$ cat config.mk
export PLATFORM = sky130hd
export DESIGN_NAME = uart_imem_loader
export DESIGN_NICKNAME = d
export VERILOG_FILES = /design/src/rtl/uart_loader_pkg.sv /design/src/rtl/uart_rx.sv /design/src/rtl/uart_imem_loader.sv
export SDC_FILE = /design/constraint.sdc
export NUM_CORES = 1
export LEC_CHECK = 0
export ABC_AREA = 1
export CORE_AREA = 2 2 88 132
export CTS_BUF_LIST = sky130_fd_sc_hd__clkbuf_16
export DETAILED_ROUTE_END_ITERATION = 12
export DIE_AREA = 0 0 90 134
export DONT_BUFFER_PORTS = 1
export PLACE_DENSITY = 0.52
export SYNTH_ARGS = -nofsm -noshare
export SYNTH_HDL_FRONTEND = slang
export SYNTH_HIERARCHICAL = 1
export SYNTH_SLANG_ARGS = --single-unit
$ cat constraint.sdc
create_clock -name clk -period 1.7 [get_ports clk]
set_input_delay 0.51 -clock clk [delete_from_list [all_inputs] [get_ports clk]]
set_output_delay 0.51 -clock clk [all_outputs]
set_load 0.02 [all_outputs]
$ cat src/rtl/uart_loader_pkg.sv
// Shared types and constants for the UART instruction-memory boot loader.
// Imported by the receiver, the loader top and its bench.
package uart_loader_pkg;

  typedef enum logic [1:0] {
    IDLE,
    START,
    DATA,
    STOP
  } rx_state_t;

  localparam int DEFAULT_CLKS_PER_BIT = 868;
  localparam int INSTR_BYTES = 4;
  localparam logic [31:0] NOP_INSTR = 32'h0000_0013;

endpackage

$ cat src/rtl/uart_rx.sv
// 8N1 UART receiver: 2-flop rxd synchronizer plus a mid-bit sampling FSM.
// Emits one-cycle byte_valid or frame_err_pulse per received frame.
module uart_rx
  import uart_loader_pkg::*;
#(
  parameter int CLKS_PER_BIT = DEFAULT_CLKS_PER_BIT
) (
  input  logic       clk,
  input  logic       rst_n,
  input  logic       rxd,
  output logic [7:0] rx_byte,
  output logic       byte_valid,
  output logic       frame_err_pulse
);

  localparam int CW = $clog2(CLKS_PER_BIT);
  localparam logic [CW-1:0] MID = CW'(CLKS_PER_BIT / 2 - 1);
  localparam logic [CW-1:0] LAST = CW'(CLKS_PER_BIT - 1);

  logic sync1, rxs;
  rx_state_t state_q, state_d;
  logic [CW-1:0] cnt_q, cnt_d;
  logic [2:0] idx_q, idx_d;
  logic [7:0] shift_q, shift_d;
  logic [7:0] byte_d;
  logic valid_d, ferr_d;

  always_ff @(posedge clk or negedge rst_n) begin
    if (!rst_n) begin
      sync1 <= 1'b1;
      rxs <= 1'b1;
    end else begin
      sync1 <= rxd;
      rxs <= sync1;
    end
  end

  always_ff @(posedge clk or negedge rst_n) begin
    if (!rst_n) begin
      state_q <= IDLE;
      cnt_q <= '0;
      idx_q <= '0;
      shift_q <= '0;
      rx_byte <= '0;
      byte_valid <= 1'b0;
      frame_err_pulse <= 1'b0;
    end else begin
      state_q <= state_d;
      cnt_q <= cnt_d;
      idx_q <= idx_d;
      shift_q <= shift_d;
      rx_byte <= byte_d;
      byte_valid <= valid_d;
      frame_err_pulse <= ferr_d;
    end
  end

  // Start is confirmed at half a bit, so every later full-bit
  // count lands in the middle of a bit cell.
  always_comb begin
    state_d = state_q;
    cnt_d = cnt_q + 1'b1;
    idx_d = idx_q;
    shift_d = shift_q;
    byte_d = rx_byte;
    valid_d = 1'b0;
    ferr_d = 1'b0;
    unique case (state_q)
      IDLE: begin
        cnt_d = '0;
        if (!rxs) state_d = START;
      end
      START: begin
        if (cnt_q == MID) begin
          cnt_d = '0;
          idx_d = '0;
          state_d = rxs ? IDLE : DATA;
        end
      end
      DATA: begin
        if (cnt_q == LAST) begin
          cnt_d = '0;
          shift_d[idx_q] = rxs;
          if (idx_q == 3'd7) state_d = STOP;
          else idx_d = idx_q + 3'd1;
        end
      end
      STOP: begin
        if (cnt_q == LAST) begin
          cnt_d = '0;
          state_d = IDLE;
          if (rxs) begin
            valid_d = 1'b1;
            byte_d = shift_q;
          end else begin
            ferr_d = 1'b1;
          end
        end
      end
      default: begin
        state_d = IDLE;
        cnt_d = '0;
      end
    endcase
  end

endmodule

$ cat src/rtl/uart_imem_loader.sv
// Boot loader: packs UART bytes little-endian into words, writes them to
// sequential imem addresses and releases the core after NUM_WORDS words.
module uart_imem_loader
  import uart_loader_pkg::*;
#(
  parameter int CLKS_PER_BIT = DEFAULT_CLKS_PER_BIT,
  parameter int NUM_WORDS = 64,
  parameter int ADDR_W = 6
) (
  input  logic              clk,
  input  logic              rst_n,
  input  logic              rxd,
  output logic              imem_we,
  output logic [ADDR_W-1:0] imem_addr,
  output logic [31:0]       imem_wdata,
  output logic              loading,
  output logic              load_done,
  output logic              frame_err,
  output logic              cpu_rst_n
);

  localparam int IW = $clog2(INSTR_BYTES);
  localparam logic [IW-1:0] LAST_IDX = IW'(INSTR_BYTES - 1);
  localparam logic [ADDR_W-1:0] LAST_ADDR = ADDR_W'(NUM_WORDS - 1);

  logic [7:0] rx_byte;
  logic byte_valid;
  logic frame_err_pulse;
  logic [IW-1:0] idx_q;
  logic [23:0] low_q;

  uart_rx #(
    .CLKS_PER_BIT(CLKS_PER_BIT)
  ) u_rx (
    .clk(clk),
    .rst_n(rst_n),
    .rxd(rxd),
    .rx_byte(rx_byte),
    .byte_valid(byte_valid),
    .frame_err_pulse(frame_err_pulse)
  );

  always_ff @(posedge clk or negedge rst_n) begin
    if (!rst_n) begin
      idx_q <= '0;
      low_q <= '0;
      imem_we <= 1'b0;
      imem_addr <= '0;
      imem_wdata <= '0;
      load_done <= 1'b0;
      frame_err <= 1'b0;
    end else begin
      imem_we <= 1'b0;
      if (frame_err_pulse) frame_err <= 1'b1;
      if (byte_valid) begin
        idx_q <= idx_q + 1'b1;
        unique case (idx_q)
          2'd0: low_q[7:0] <= rx_byte;
          2'd1: low_q[15:8] <= rx_byte;
          2'd2: low_q[23:16] <= rx_byte;
          default: ;
        endcase
        if (idx_q == LAST_IDX && !load_done) begin
          imem_we <= 1'b1;
          imem_wdata <= {rx_byte, low_q};
        end
      end
      // Address parks on the last word instead of wrapping.
      if (imem_we) begin
        if (imem_addr == LAST_ADDR) load_done <= 1'b1;
        else imem_addr <= imem_addr + 1'b1;
      end
    end
  end

  assign loading = ~load_done;
  assign cpu_rst_n = load_done;

endmodule

---- Yosys cells after proc, flatten, opt, wreduce, memory -nomap -nowiden ----
Index checks and enable logic that the tools add are counted.
cells by class
  add/sub/neg operators ................... 4
  order comparisons ....................... 2
  equal/unequal tests ..................... 16
  muxes and demuxes ....................... 25
  bitwise operators ....................... 2
  reduce and logical (&&, ||, !) cells .... 17
operators with widths
  kind                     count
  $pmux W10 S3             1
  $mux W10                 2
  $reduce_and A2 Y1        7
  $mux W2                  6
  $add A10 B1 Y10 const B  1
  $eq A10 B10 Y1 const B   1
  $eq A10 B9 Y1 const B    1
  $mux W1                  9
  $mux W3                  3
  $bwmux W8                1
  $eq A2 B2 Y1 const B     4
  $ne A2 B1 Y1 const B     4
  $pmux W2 S4              1
  $add A6 B1 Y6 const B    1
  $eq A6 B6 Y1 const B     1
  $pmux W3 S2              1
  $reduce_and A5 Y1        1
  $eq A2 B1 Y1 const B     2
  $logic_not A2 Y1         2
  $lt A3 B4 Y1 const B     1
  $ne A2 B2 Y1 const B     2
  $reduce_and A4 Y1        1
  $add A3 B1 Y3 const B    1
  $demux W1 S3             1
  other kinds (9)          11
word-level totals
  register bits after elaboration ......... 102
  output and inout bits ................... 43
  word-level logic and storage cells ...... 84

---- Depth between registers and ports, before layout ----
Gate-level depths: netlist (run 1).
  depth after elaboration ................. 5
  depth in mapped cells ................... 11
  depth with buffers taken out ............ 11

---- Cells and area by module ----
Netlist (run 1), hierarchy kept.
modules (own cells, without submodules)
  module            instances  cells each  area each (sq um)
  uart_imem_loader  1          276         2,635.0
  uart_rx           1          197         1,637.8

---- Least setup slack after synthesis (run 1) ----
Ideal clock, no wire load.
  kind .................................... register to register
  from .................................... register u_rx.cnt_q[0]
  to ...................................... register u_rx.rx_byte[0]
  setup time .............................. 0.116 ns
  arrival ................................. 1.334 ns
  data required time ...................... 1.584 ns
  slack ................................... 0.249 ns
  stages on the path, launching flop included .. 8
  buffers on the path ..................... 1
  clock period less this slack ............ 1.451 ns
  cell sequence ........................... dfrtp_1 ha_1 nand3_1 nand3b_1 or2_1 buf_6 nand2_1 nand2_1
between the ends
  longest elaborated chain between the ends .. 2
RTL lines
  what                         RTL line       source
  start, declared              uart_rx.sv:22  logic [CW-1:0] cnt_q, cnt_d;
  start signal, assigned       uart_rx.sv:49  cnt_q <= cnt_d;
  $eq A10 B10 Y1               uart_rx.sv:89  if (cnt_q == LAST) begin
  $reduce_and A3 Y1 (no line)  n/a
  end signal, assigned         uart_rx.sv:52  rx_byte <= byte_d;
  end, declared                uart_rx.sv:11  output logic [7:0] rx_byte,
Every way passes these cells.
A chain may end at the register's enable or synchronous reset.

---- Final worst setup path (run 1) ----
  from .................................... register u_rx.cnt_q[0]
  to ...................................... register u_rx.rx_byte[1]
Same word-level chain as after synthesis.

==> results of run 1 <==
per-layer routing:
metal | vias to the layer above | GRT usage (%)
li1 | 1497 | -
met3 | 16 | 3.764
met4 | 0 | 6.752
met1 | 1390 | 17.93
met2 | 57 | 24.48
met5 | - | 0
flip-flops by register name (all words and copies together), names as in the netlist, named ones only:
| signal | flops |
|---|---|
| cpu_rst_n | 1 |
| frame_err | 1 |
| idx_q | 2 |
| imem_addr | 6 |
| imem_wdata | 32 |
| imem_we | 1 |
| low_q | 24 |
| u_rx/byte_valid | 1 |
| u_rx/cnt_q | 10 |
| u_rx/frame_err_pulse | 1 |
| u_rx/idx_q | 3 |
| u_rx/rx_byte | 8 |
| u_rx/rxs | 1 |
| u_rx/shift_q | 8 |
| u_rx/state_q | 1 |
| u_rx/sync1 | 1 |
worst register-to-register path: cells and delay by family, from the launching register on:
family,cells,cell delay [ns]
and+or+nand+nor,5,0.87
DFF,1,0.43
adders and majority gates,1,0.18
power breakdown:
part | total, W | switching (W) | leakage (nW) | internal [W]
Clock | 0.00194 | 0.000927 | 0.142 | 0.00101
Combinational | 0.00000281 | 0.00000261 | 0.812 | 0.000000203
Sequential | 0.00243 | 0.00000172 | 1.40 | 0.00243
Total | 0.00437 | 0.000931 | 2.36 | 0.00344
cell families (layout without fill, tap and decap cells):
family	count (synthesis)	count (layout)	synth area share [%]
fa+ha+maj	9	9	2.635
buf+inv	52	64	5.827
flops	102	102	59.80
xor+xnor	6	6	1.230
compound gates	52	52	6.091
simple gates	252	252	24.42
area by class of cell:
| type | count | area share (%) |
|---|---|---|
| flip-flops and latches | 102 | 53.74 |
| multi-input cells | 319 | 31.47 |
| clock buffers | 9 | 4.737 |
| well taps | 147 | 3.868 |
| inverters | 40 | 3.474 |
| repair buffers | 8 | 1.526 |
| clock inverters | 7 | 1.184 |
path summary, 6_finish.rpt:
path                               startpoint         endpoint  cells past startpoint
worst max-delay path            u_rx/cnt_q[0]  u_rx/rx_byte[1]                      6
worst min-delay path                    rst_n     imem_addr[3]                      0
worst max register to register  u_rx/cnt_q[0]  u_rx/rx_byte[1]                      6
worst min register to register     u_rx/sync1         u_rx/rxs                      0
max in group asynchronous               rst_n       u_rx/sync1                      0
min in group clk                          rxd       u_rx/sync1                      0
what timing repair did:
item	in CTS	in global routing
setup endpoints to repair	0	19
setup buffers	0	2
gates resized for setup	0	9
endpoints found under the hold margin	102	100
through the flow:
step	setup slack (ns)	total power [W]	instance area, µm²
2_1_floorplan	0.2494	0.002480	4273
3_3_place_gp	0.07923	0.002481	4431
3_5_place_dp	0.02241	0.002481	4431
4_1_cts	0.006576	0.004449	4712
5_1_grt	-0.01093	0.004541	4755
6_report	0.1174	0.004374	4755
layout by cell type, fill, tap and decap left out, types with 6 or more instances in the layout:
cell and instances:
nand2_1 186, nand3_1 20, dfrtp_1 100, nor2_1 18, o21ai_0 38, ha_1 8
nand2_2 6, clkbuf_16 9, inv_1 32, buf_4 7, nor3_1 9, o21ai_1 9
==> qor.yml, run 1 <==
place_hpwl_mm: 5.566
yosysWarnings: 6
core-area_um2: 10940
tightestPinTransition_ns: 0.3881
initial_core_util_pct: 39.06
dieWidth_um: 90
synth_common_cells: "nand2_1 (188), dfrtp_1 (100), o21ai_0 (39), inv_1 (33), nand3_1 (20)"
avgViaCountPerCell: 4.684
grt_max_degree: 103
synth_cells: 473
antennaDiodeCount: 0
startpoint_type: "register"
cpMostUsedCell: "nand2_1"
cts.sinks: 102
wire_per_inst_um: 13.02
path_clk_slew_ns: 0.07
fin_cells: 632
wl_met3_um: 327
synth_ff_type: "dfrtp_1"
port_buffers: 0
power.ir.vdd_worst_mv: 0.5259
synth.area.top_cells: "dfrtp_1 (59%), nand2_1 (17%), o21ai_0 (4.6%)"
critPathRequiredTime_ns: 1.94
drive_gt1_share_pct: 10.10
ys_ff_latch: 102
gp_congestion: 0.7733
hold_ws_ns: -0.1463
rows: 47
yosysTopAreaCell: "dfrtp_1"
hp-class: "input pin to asynchronous set/reset pin"
cp_cell_sequence: "ha_4, nand3_1, nand3b_1, or2_2, nand2_1, nand2_1"
top_layer: "met4"
grt_pass1_wl_mm: 14.12
grt_overflow: 0
async_flop_share_pct: 100.0
yosys.cell_count.top_type: "nand2_1"
syn_area_um2: 4273
finalMaxSlewViolations: 0
path_delay_family: "simple AND/OR/NAND/NOR gates"
fillers: 1126
tns_ns: 0
leakage_nw: 2.358
root_buffer: "clkbuf_16"
hold_viol_final: 100
antenna_found_initial: 0
finalClockSkew_ns: 0.006476
cts_tree: "built"
drt_first_pass_iters: 4
fin_crit_sh_pct: 93.09
grt_pass1_vias: 2849
worst_setup_path_end_kind: "register"
period_minus_slack_ns: 1.583
rrSetupSlack_ns: 0.12
multiInputGateArea_um2: 1496
crit_fanout: 9
drc: 0
syn-num-nets: 485
area_delta_synth_final_pct: 11.27
dr_wl_met2_mm: 4.136
placedCellCount: 614
nets: 492
postRouteAntennaNets: 0
dieHeight_um: 134
crit_arrival_ns: 1.82
finish.utilization_pct: 43.47
ioPinCount: 46
seq_area_um2: 2555
synth_cell_type_count: 29
path_class: "register to register"
maxCapViolCount: 0
violations: "hold timing"
worst-path-buf-inv: 0
wirelength_met1_mm: 3.555
status: "finished, violations left"
routed-via-count: 2960
setup_viol: 0
fmax_mhz: 631.9
power_density_nw_per_um2: 920.1
slowest_delay_ns: 0.43
cts_buffers: 9
dieArea_um2: 12060
grt_usage_pct: 14.68
max_slew_margin_pct: 74.13
routed_wl_mm: 8.227
synth_seq_area_share_pct: 59.80
ctsLongestPathBuffers: 2
syn_avg_cell_area_um2: 9.034
clock_insertion_delay_worst_skew_ns: 0.35
synth-edff-count: 0
critPathSlowestCell: "dfrtp_1"
drt-initial-drc-count: 129
synth_top_area_share_pct: 58.57
cts-htree-levels: 3
Power figures use the tool's default switching activity.
==> inputs of run 2 (changes only) <==
--- a/config.mk
+++ b/config.mk
@@ -7,7 +7,7 @@
 export LEC_CHECK = 0
 export ABC_AREA = 1
 export CORE_AREA = 2 2 88 132
-export CTS_BUF_LIST = sky130_fd_sc_hd__clkbuf_16
+export CTS_BUF_LIST = sky130_fd_sc_hd__clkbuf_8
 export DETAILED_ROUTE_END_ITERATION = 12
 export DIE_AREA = 0 0 90 134
 export DONT_BUFFER_PORTS = 1
==> run 2 against run 1 <==
  * The run still ends with hold timing left
  * Final area is 2.1% lower
  * Clock skew is 0.0047 ns higher
  * Via count is 0.57% lower
  * Hold slack worse by 0.027 ns
  * Maximum frequency is 1.4% higher
  * Critical path type unchanged
==> qor.yml, run 2 (synthesized netlist as in run 1, its figures left out) <==
max_slew_margin_pct: 74.19
fillers: 1139
grt_overflow: 0
area_delta_synth_final_pct: 8.902
placedCellCount: 614
postRouteAntennaNets: 0
grt_max_degree: 103
clock_insertion_delay_worst_skew_ns: 0.37
ioPinCount: 46
critPathRequiredTime_ns: 1.95
avgViaCountPerCell: 4.657
routed_wl_mm: 8.228
cts.sinks: 102
final_common_cell: "nand2_1"
hp-class: "input pin to asynchronous set/reset pin"
pre_cts_slack_ns: 0.02241
dieArea_um2: 12060
drt-initial-drc-count: 141
fin_cells: 632
maxCapViolCount: 0
drc: 0
period_minus_slack_ns: 1.561
grt_pass1_wl_mm: 14.10
fmax_mhz: 640.6
wire_per_inst_um: 13.02
top_register: "imem_wdata"
drive_gt1_share_pct: 9.897
root_buffer: "clkbuf_8"
nets: 492
core-area_um2: 10940
largest_registers: "imem_wdata x32, low_q x24, u_rx/cnt_q x10"
crit_arrival_ns: 1.81
status: "finished, violations left"
cts_tree: "built"
finalClockSkew_ns: 0.01122
setup_slack_ns: 0.1390
stdcell_area_um2: 4653
path_class: "register to register"
initial_core_util_pct: 39.06
grt_pass1_vias: 2845
violations: "hold timing"
drt_first_pass_iters: 4
crit_fanout: 4
antenna_found_initial: 0
finalMaxSlewViolations: 0
largest_reg_flops: 32
rows: 47
leakage_nw: 2.312
cts_buffers: 9
ctsLongestPathBuffers: 2
path_clk_slew_ns: 0.10
tns_ns: 0
power_density_nw_per_um2: 827.6
dieWidth_um: 90
place_hpwl_mm: 5.566
port_buffers: 0
startpoint_type: "register"
antennaDiodeCount: 0
cts-htree-levels: 3
dieHeight_um: 134
worst_setup_path_end_kind: "register"
gp_congestion: 0.7733
mostFrequentLayoutCells: "nand2_1 (187), dfrtp_1 (100), o21ai_0 (38), inv_1 (32), nand3_1 (20)"
hold_ws_ns: -0.1729
power.ir.vdd_worst_mv: 0.3677
grt_usage_pct: 14.60
placed_cell_area_um2: 4431
tightestPinTransition_ns: 0.3872
fin_crit_sh_pct: 91.82
routed-via-count: 2943
hold_viol_final: 100
setup_viol: 0
==> run 2: cell counts in the layout (fill, tap and decap cells not counted) <==
No cell type changed its count.
==> run 2: power breakdown <==
group	internal [W]	switching, W	total (W)	leakage, nW
registers	0.00243	0.00000172	0.00243	1.40
logic	0.000000203	0.00000258	0.00000278	0.812
clock network	0.000553	0.000864	0.00142	0.0959
total	0.00298	0.000869	0.00385	2.31
==> run 2: timing repair <==
item | 4_1_cts | 5_1_grt
hold endpoints to repair | 102 | 102
setup endpoints to repair | 0 | 20
resized for setup | 0 | 9
setup buffers | 0 | 2
==> run 2: cell type report <==
class / instances / area (µm²) / share of cell area (%)
sequential: 102 / 2555 / 54.91
clock buffer: 9 / 123.9 / 2.662
clock inverter: 7 / 56.30 / 1.210
multi-input combinational: 319 / 1496 / 32.16
timing repair buffer: 8 / 72.57 / 1.560
tap: 147 / 183.9 / 3.953
inverter: 40 / 165.2 / 3.549
==> run 2: worst max-delay path, stage by stage, from the launching register on <==
cell	delay, ns
dfrtp_1	0.45
ha_4	0.18
nand3_1	0.09
nand3b_1	0.21
buf_4	0.17
nor2_4	0.10
nand3_1	0.10
nand2_1	0.07
o21ai_0	0.07
==> run 2: per-layer routing <==
| layer | up-vias | wire length [µm] | GRT usage, % |
|---|---|---|---|
| met5 | - | 0 | 0 |
| met4 | 0 | 177 | 7.009 |
| met3 | 14 | 331 | 3.258 |
| met2 | 55 | 4193 | 24.39 |
| met1 | 1382 | 3525 | 17.99 |
| li1 | 1492 | - | - |
==> run 2: metrics by stage <==
step / utilization, % / power, W / hold slack (ns)
finish: 42.54 / 0.003851 / -0.1729
global route: 42.54 / 0.004016 / -0.2036
CTS: 42.15 / 0.003931 / -0.1995
detailed placement: 40.51 / 0.002481 / 0.2168
global placement: 40.51 / 0.002481 / 0.2165
floorplan: - / 0.002480 / 0.2144
==> run 2: path summary, 6_finish.rpt <==
check,end,cells after the start,slack [ns],startpoint
min in group clk,u_rx/sync1,0,0.13,rxd
worst min register to register,u_rx/rxs,0,0.36,u_rx/sync1
worst max-delay path,u_rx/shift_q[6],8,0.14,u_rx/cnt_q[0]
worst max register to register,u_rx/shift_q[6],8,0.14,u_rx/cnt_q[0]
worst min-delay path,imem_addr[3],0,-0.17,rst_n
max in group asynchronous,u_rx/sync1,0,1.64,rst_n
